$ cat config.mk
export PLATFORM = sky130hd
export DESIGN_NAME = bus_dev_fifo_flat
export DESIGN_NICKNAME = d
export VERILOG_FILES = /design/src/rtl/bus_dev_fifo_if.sv /design/src/rtl/bus_dev_fifo.sv /design/src/flat_wrapper.sv
export SDC_FILE = /design/constraint.sdc
export NUM_CORES = 1
export LEC_CHECK = 0
export ABC_AREA = 1
export CAP_MARGIN = 20
export CORE_ASPECT_RATIO = 0.5
export CORE_UTILIZATION = 60
export CTS_CLUSTER_SIZE = 25
export DETAILED_ROUTE_END_ITERATION = 6
export HOLD_SLACK_MARGIN = 0.05
export PLACE_DENSITY = 0.79
export SLEW_MARGIN = 10
export SYNTH_ARGS = -nofsm -noshare
export SYNTH_HDL_FRONTEND = slang
export SYNTH_SLANG_ARGS = --single-unit
$ cat constraint.sdc
create_clock -name clk -period 4.6 [get_ports clk]
set_input_delay 1.38 -clock clk [delete_from_list [all_inputs] [get_ports clk]]
set_output_delay 1.38 -clock clk [all_outputs]
set_load 0.01 [all_outputs]
$ cat src/rtl/bus_dev_fifo_if.sv
// Device/arbiter-side signal bundle for one bus_dev_fifo endpoint.
// The slave modport is the endpoint; the master modport is the device/arbiter side.
interface bus_dev_fifo_if #(
  parameter int pckg_sz = 32,
  parameter int depth   = 16
);
  localparam int CW = $clog2(depth) + 1;

  logic               wr_en;
  logic [pckg_sz-1:0] wr_data;
  logic               tx_full;
  logic [CW-1:0]      tx_count;
  logic               tx_ovf;
  logic               pndng;
  logic [pckg_sz-1:0] D_pop;
  logic               pop;
  logic               push;
  logic [pckg_sz-1:0] D_push;
  logic               rd_en;
  logic [pckg_sz-1:0] rd_data;
  logic               rx_empty;
  logic [CW-1:0]      rx_count;
  logic [7:0]         rx_drop_cnt;

  modport master (
    output wr_en, wr_data, pop, push, D_push, rd_en,
    input  tx_full, tx_count, tx_ovf, pndng, D_pop,
           rd_data, rx_empty, rx_count, rx_drop_cnt
  );

  modport slave (
    input  wr_en, wr_data, pop, push, D_push, rd_en,
    output tx_full, tx_count, tx_ovf, pndng, D_pop,
           rd_data, rx_empty, rx_count, rx_drop_cnt
  );
endinterface

$ cat src/rtl/bus_dev_fifo.sv
// Per-device endpoint: TX FIFO feeding the bus arbiter, and an ID-filtered RX FIFO
// receiving from it. Both FIFOs are first-word-fall-through circular buffers.
module bus_dev_fifo #(
  parameter int         pckg_sz   = 32,
  parameter int         depth     = 16,
  parameter logic [7:0] id        = 8'd0,
  parameter logic [7:0] broadcast = 8'hFF
) (
  input logic           clk,
  input logic           reset,
  bus_dev_fifo_if.slave bus
);
  localparam int            AW       = $clog2(depth);
  localparam int            CW       = AW + 1;
  localparam logic [CW-1:0] FULL_CNT = CW'(depth);

  function automatic logic [7:0] sat_inc8(input logic [7:0] v);
    return (v == 8'hFF) ? v : v + 8'd1;
  endfunction

  function automatic logic [CW-1:0] next_cnt(input logic [CW-1:0] c,
                                             input logic wr, input logic rd);
    logic [CW-1:0] n;
    n = c;
    if (wr && !rd)      n = c + CW'(1);
    else if (!wr && rd) n = c - CW'(1);
    return n;
  endfunction

  // ---------------- TX path ----------------
  logic [pckg_sz-1:0] r_tx_mem [depth];
  logic [AW-1:0]      r_tx_wp;
  logic [AW-1:0]      r_tx_rp;
  logic [CW-1:0]      r_tx_cnt;
  logic               r_tx_ovf;

  logic w_tx_full;
  logic w_tx_pop;
  logic w_tx_wr;

  assign w_tx_full = (r_tx_cnt == FULL_CNT);
  assign w_tx_pop  = bus.pop && (r_tx_cnt != '0);
  // A pop in the same cycle frees the slot the write needs.
  assign w_tx_wr   = bus.wr_en && (!w_tx_full || w_tx_pop);

  always_ff @(posedge clk) begin
    if (reset && w_tx_wr) r_tx_mem[r_tx_wp] <= bus.wr_data;
  end

  always_ff @(posedge clk) begin
    if (!reset) begin
      r_tx_wp  <= '0;
      r_tx_rp  <= '0;
      r_tx_cnt <= '0;
      r_tx_ovf <= 1'b0;
    end else begin
      if (w_tx_wr)               r_tx_wp  <= r_tx_wp + AW'(1);
      if (w_tx_pop)              r_tx_rp  <= r_tx_rp + AW'(1);
      r_tx_cnt <= next_cnt(r_tx_cnt, w_tx_wr, w_tx_pop);
      if (bus.wr_en && !w_tx_wr) r_tx_ovf <= 1'b1;
    end
  end

  assign bus.tx_full  = w_tx_full;
  assign bus.tx_count = r_tx_cnt;
  assign bus.tx_ovf   = r_tx_ovf;
  assign bus.pndng    = (r_tx_cnt != '0);
  assign bus.D_pop    = r_tx_mem[r_tx_rp];

  // ---------------- RX path ----------------
  logic [pckg_sz-1:0] r_rx_mem [depth];
  logic [AW-1:0]      r_rx_wp;
  logic [AW-1:0]      r_rx_rp;
  logic [CW-1:0]      r_rx_cnt;
  logic [7:0]         r_rx_drop;

  logic [7:0] w_dst;
  logic       w_match;
  logic       w_rx_full;
  logic       w_rx_rd;
  logic       w_rx_wr;
  logic       w_rx_drop;

  assign w_dst     = bus.D_push[pckg_sz-1 -: 8];
  assign w_match   = bus.push && ((w_dst == id) || (w_dst == broadcast));
  assign w_rx_full = (r_rx_cnt == FULL_CNT);
  assign w_rx_rd   = bus.rd_en && (r_rx_cnt != '0);
  assign w_rx_wr   = w_match && (!w_rx_full || w_rx_rd);
  assign w_rx_drop = w_match && !w_rx_wr;

  always_ff @(posedge clk) begin
    if (reset && w_rx_wr) r_rx_mem[r_rx_wp] <= bus.D_push;
  end

  always_ff @(posedge clk) begin
    if (!reset) begin
      r_rx_wp   <= '0;
      r_rx_rp   <= '0;
      r_rx_cnt  <= '0;
      r_rx_drop <= '0;
    end else begin
      if (w_rx_wr)   r_rx_wp   <= r_rx_wp + AW'(1);
      if (w_rx_rd)   r_rx_rp   <= r_rx_rp + AW'(1);
      r_rx_cnt <= next_cnt(r_rx_cnt, w_rx_wr, w_rx_rd);
      if (w_rx_drop) r_rx_drop <= sat_inc8(r_rx_drop);
    end
  end

  assign bus.rd_data     = r_rx_mem[r_rx_rp];
  assign bus.rx_empty    = (r_rx_cnt == '0);
  assign bus.rx_count    = r_rx_cnt;
  assign bus.rx_drop_cnt = r_rx_drop;
endmodule

$ cat src/flat_wrapper.sv
// flat-port wrapper written by rule: the top's interface ports become plain ports
module bus_dev_fifo_flat 
#(
  parameter int         pckg_sz   = 32,
  parameter int         depth     = 16,
  parameter logic [7:0] id        = 8'd0,
  parameter logic [7:0] broadcast = 8'hFF
)
  (clk, reset, bus_wr_en, bus_wr_data, bus_pop, bus_push, bus_D_push, bus_rd_en, bus_tx_full, bus_tx_count, bus_tx_ovf, bus_pndng, bus_D_pop, bus_rd_data, bus_rx_empty, bus_rx_count, bus_rx_drop_cnt);
  bus_dev_fifo_if #(.pckg_sz(pckg_sz), .depth(depth)) bus_i ();
  input logic clk;
  input logic reset;
  input wire logic [$bits(bus_i.wr_en)-1:0] bus_wr_en;
  input wire logic [$bits(bus_i.wr_data)-1:0] bus_wr_data;
  input wire logic [$bits(bus_i.pop)-1:0] bus_pop;
  input wire logic [$bits(bus_i.push)-1:0] bus_push;
  input wire logic [$bits(bus_i.D_push)-1:0] bus_D_push;
  input wire logic [$bits(bus_i.rd_en)-1:0] bus_rd_en;
  output wire logic [$bits(bus_i.tx_full)-1:0] bus_tx_full;
  output wire logic [$bits(bus_i.tx_count)-1:0] bus_tx_count;
  output wire logic [$bits(bus_i.tx_ovf)-1:0] bus_tx_ovf;
  output wire logic [$bits(bus_i.pndng)-1:0] bus_pndng;
  output wire logic [$bits(bus_i.D_pop)-1:0] bus_D_pop;
  output wire logic [$bits(bus_i.rd_data)-1:0] bus_rd_data;
  output wire logic [$bits(bus_i.rx_empty)-1:0] bus_rx_empty;
  output wire logic [$bits(bus_i.rx_count)-1:0] bus_rx_count;
  output wire logic [$bits(bus_i.rx_drop_cnt)-1:0] bus_rx_drop_cnt;
  assign bus_i.wr_en = bus_wr_en;
  assign bus_i.wr_data = bus_wr_data;
  assign bus_i.pop = bus_pop;
  assign bus_i.push = bus_push;
  assign bus_i.D_push = bus_D_push;
  assign bus_i.rd_en = bus_rd_en;
  assign bus_tx_full = bus_i.tx_full;
  assign bus_tx_count = bus_i.tx_count;
  assign bus_tx_ovf = bus_i.tx_ovf;
  assign bus_pndng = bus_i.pndng;
  assign bus_D_pop = bus_i.D_pop;
  assign bus_rd_data = bus_i.rd_data;
  assign bus_rx_empty = bus_i.rx_empty;
  assign bus_rx_count = bus_i.rx_count;
  assign bus_rx_drop_cnt = bus_i.rx_drop_cnt;
  bus_dev_fifo #(.pckg_sz(pckg_sz), .depth(depth), .id(id), .broadcast(broadcast)) u_core (.clk(clk), .reset(reset), .bus(bus_i));
endmodule
==> impl_metrics.tcl <==
set metrics [dict create \
    crit_chain "inv_8 > buf_12 > nor2_1 > nor2_1 > o21ai_0 > o211ai_1 > nand3_1 > nand2_1 > clkdlybuf4s50_1" \
    finalSetupViolCount 0 \
    postCtsHoldBufs 0 \
    timing.rr.end "u_core.bus.rx_count[4]" \
    cts_root_buffer "clkbuf_16" \
    netlist_area_um2 42370 \
    grt_pass1_wl_mm 150.6 \
    final_min_period_over_clock_period 0.9679 \
    portBuffers 155 \
    start_kind "flip-flop" \
    viasPerCell 6.160 \
    async_flop_share 0 \
    rr_worst_depth 14 \
    fin_crit_ns 4.452 \
    post_synth_num_cell_types 25 \
    fin_setup_tns_ns 0 \
    nNetsFinal 3544 \
    num_rows 68 \
    synth_cells 3328 \
    min_to "u_core.bus.tx_ovf" \
    hpwl_mm 52.41 \
    clock_latency_ns 0.67 \
    dieArea_um2 71750 \
    start_util 0.6103 \
    min_path_cells 2 \
    cts_sinks 1067 \
    cp_max_fo 64 \
    worst_hold_slack_ns 0.4833 \
    slowest_delay_ns 0.54 \
    swShare 0.3036 \
    yosysTopAreaCellShare 0.7257 \
    synth_warnings 0 \
    leakagePower_uw 0.01550 \
    cpMostUsedCell "nor2_1" \
    seq_power_share 0.445 \
    die_h_um 189.9 \
    synth-seq-cells 1067 \
    finalHoldViolations 0 \
    syn_to_final_growth_pct 14.24 \
    synth.most_common_cell "edfxtp_1" \
    synth_edf_count 1024 \
    wl_per_cell_um 22.16 \
    r2r_start "u_core.bus.rx_count[1]" \
    syn-num-nets 3420 \
    cts_tree "yes" \
    grt_start_max_net_pins 149 \
    worst-setup-path-type "flip-flop to primary output" \
    dr.pass1.iters 7 \
    cts_setup_buffers 0 \
    core_area_um2 69430 \
    cts_max_path_buffers 3 \
    fin_worst_skew_ns 0.01531 \
    p_switching_uw 7493 \
    maxCapViolCount 0 \
    tightest_slew_ns 0.7544 \
    slew_viol_final 0 \
    numCtsBuffers 88 \
    vias 27520 \
    synthTopCellsByArea "edfxtp_1, nor2_1, o21ai_0" \
    pwr-share-clk 0.304 \
    critPathTopFamily "buffers and inverters" \
    grt_antenna_before_repair 4 \
    drc 2 \
    ff2ff_setup_slack_ns 1.73 \
    holdCritPathClass "flip-flop to flip-flop" \
    worst-path-buf-inv 3 \
    avgSynthCellArea_um2 12.73 \
    io-pin-count 156 \
    end_kind "primary output" \
    synth_top_cell_by_area "edfxtp_1" \
    grt-ovfl-total 0 \
    place_area_um2 45480 \
    ys_seq_area_frac 0.7461 \
    cpMaxStageDelayCell "clkdlybuf4s50_1" \
    violations "DRC" \
    totalWireLength_mm 98.99 \
    fmax_mhz 224.6 \
    cp.arrival_ns 3.07 \
    path_clk_slew_ns 0.07 \
    grt_pass1_vias 26700 \
    drtIter0Drc 3270 \
    cts_max_level 3 \
    gp_congestion 0.8297 \
    layout-drive-gt1-share 0.07391 \
    powerDensity_nw_per_um2 510.0 \
    finalInstanceArea_um2 48400 \
    ys_top_cells_by_count "edfxtp_1, nor2_1, o21ai_0, o211ai_1, nand2_1" \
    die_w_um 377.8 \
    status "finished, violations left" \
    vdd_drop_max_mv 0.3082 \
    synth_flop_cell "edfxtp_1" \
    hold_start "u_core.bus.tx_ovf" \
    required_ns 3.22 \
    max_slew_margin 0.4965 \
    grt.total_usage 0.2747 \
    p_comb_frac 0.251 \
    p_int_uw 17190 \
    postRouteAntennaNets 0 \
]
cell usage in the layout, fill, tap and decap left out, types with 20 or more instances in the layout:
cell type        count
edfxtp_1          1024
nand3_1             99
buf_4               62
nor2_4              32
inv_1               57
o211ai_1           256
o21ai_1             64
clkbuf_16           92
a21oi_1             27
o21ai_0            515
dfxtp_1             35
clkinv_1            20
buf_12              25
ha_1                20
nor2_1             808
nand2_1            139
clkdlybuf4s50_1    155
routing by layer:
| metal | routed length (um) | global-route usage | vias up |
|---|---|---|---|
| met4 | 3101 | 0.1107 | 0 |
| met3 | 7805 | 0.04231 | 202 |
| met1 | 38490 | 0.3664 | 13560 |
| li1 | - | - | 12360 |
| met5 | 0 | 0 | - |
| met2 | 49600 | 0.4578 | 1391 |
per-stage QoR:
stage	std cells	worst slack, ns	utilization	total power (uW)
global placement	4306	0.2803	0.6551	17060
finish	4467	0.1477	0.6972	24680
floorplan	3328	0.6925	-	14910
CTS	4462	0.02220	0.6962	24670
global route	4467	-0.0001887	0.6972	25750
detailed placement	4306	0.2061	0.6551	17240
area by class of cell:
class	count	area [um2]
Multi-Input combinational cell	1986	9848
Antenna cell	4	10.01
Timing Repair Buffer	247	2624
Inverter	62	252.7
Tap cell	945	1182
Fill cell	4447	21030
Sequential cell	1067	31640
Clock inverter	50	495.5
Clock buffer	106	2354
repair_timing:
| item | in CTS | in global routing |
|---|---|---|
| gates cloned | 0 | 1 |
| setup endpoints to repair | 1 | 26 |
| resized for setup | 1 | 6 |
worst max path at each step:
stage                             endpoint  slack [ns]  depth (start not counted)
floorplan            u_core.r_rx_mem[0][0]        0.69                          9
global placement    u_core.bus.rx_count[4]        0.28                         16
detailed placement  u_core.bus.rx_count[4]        0.21                         16
CTS                        bus_rd_data[23]        0.02                          7
global route               bus_rd_data[21]     -0.0002                          9
finish                     bus_rd_data[21]        0.15                          9
state kept, by name, summed over array words and instances (netlist names), named ones only:
signal and flops:
u_core.bus.rx_count 5, u_core.bus.rx_drop_cnt 8, u_core.bus.tx_count 5, u_core.bus.tx_ovf 1, u_core.r_rx_mem 512, u_core.r_rx_rp 4
u_core.r_rx_wp 4, u_core.r_tx_mem 512, u_core.r_tx_rp 4, u_core.r_tx_wp 4
worst min-delay path, delay by kind of cell, from the launching register on:
family	cells	cell delay, ns
DFF	1	0.33
and+or+nand+nor	1	0.07
AOI/OAI and AO/OA	1	0.05
power groups by stage:
| stage | sequential [uW] | clock, uW | combinational (uW) |
|---|---|---|---|
| 2_1_floorplan | 11100 | 0 | 3850 |
| 3_3_place_gp | 11200 | 0 | 5880 |
| 3_5_place_dp | 11200 | 0 | 6060 |
| 4_1_cts | 11000 | 7560 | 6140 |
| 5_1_grt | 11000 | 7930 | 6830 |
| 6_report | 11000 | 7510 | 6190 |
cells by family after synthesis:
| group | share of synthesized area |
|---|---|
| adders and majority gates | 0.006851 |
| xor gates and xnor gates | 0.003514 |
| AOI/OAI and AO/OA | 0.1173 |
| and+or+nand+nor | 0.09913 |
| DFF | 0.7461 |
| buffers and inverters | 0.02717 |
(Power assumes the default switching activity.)
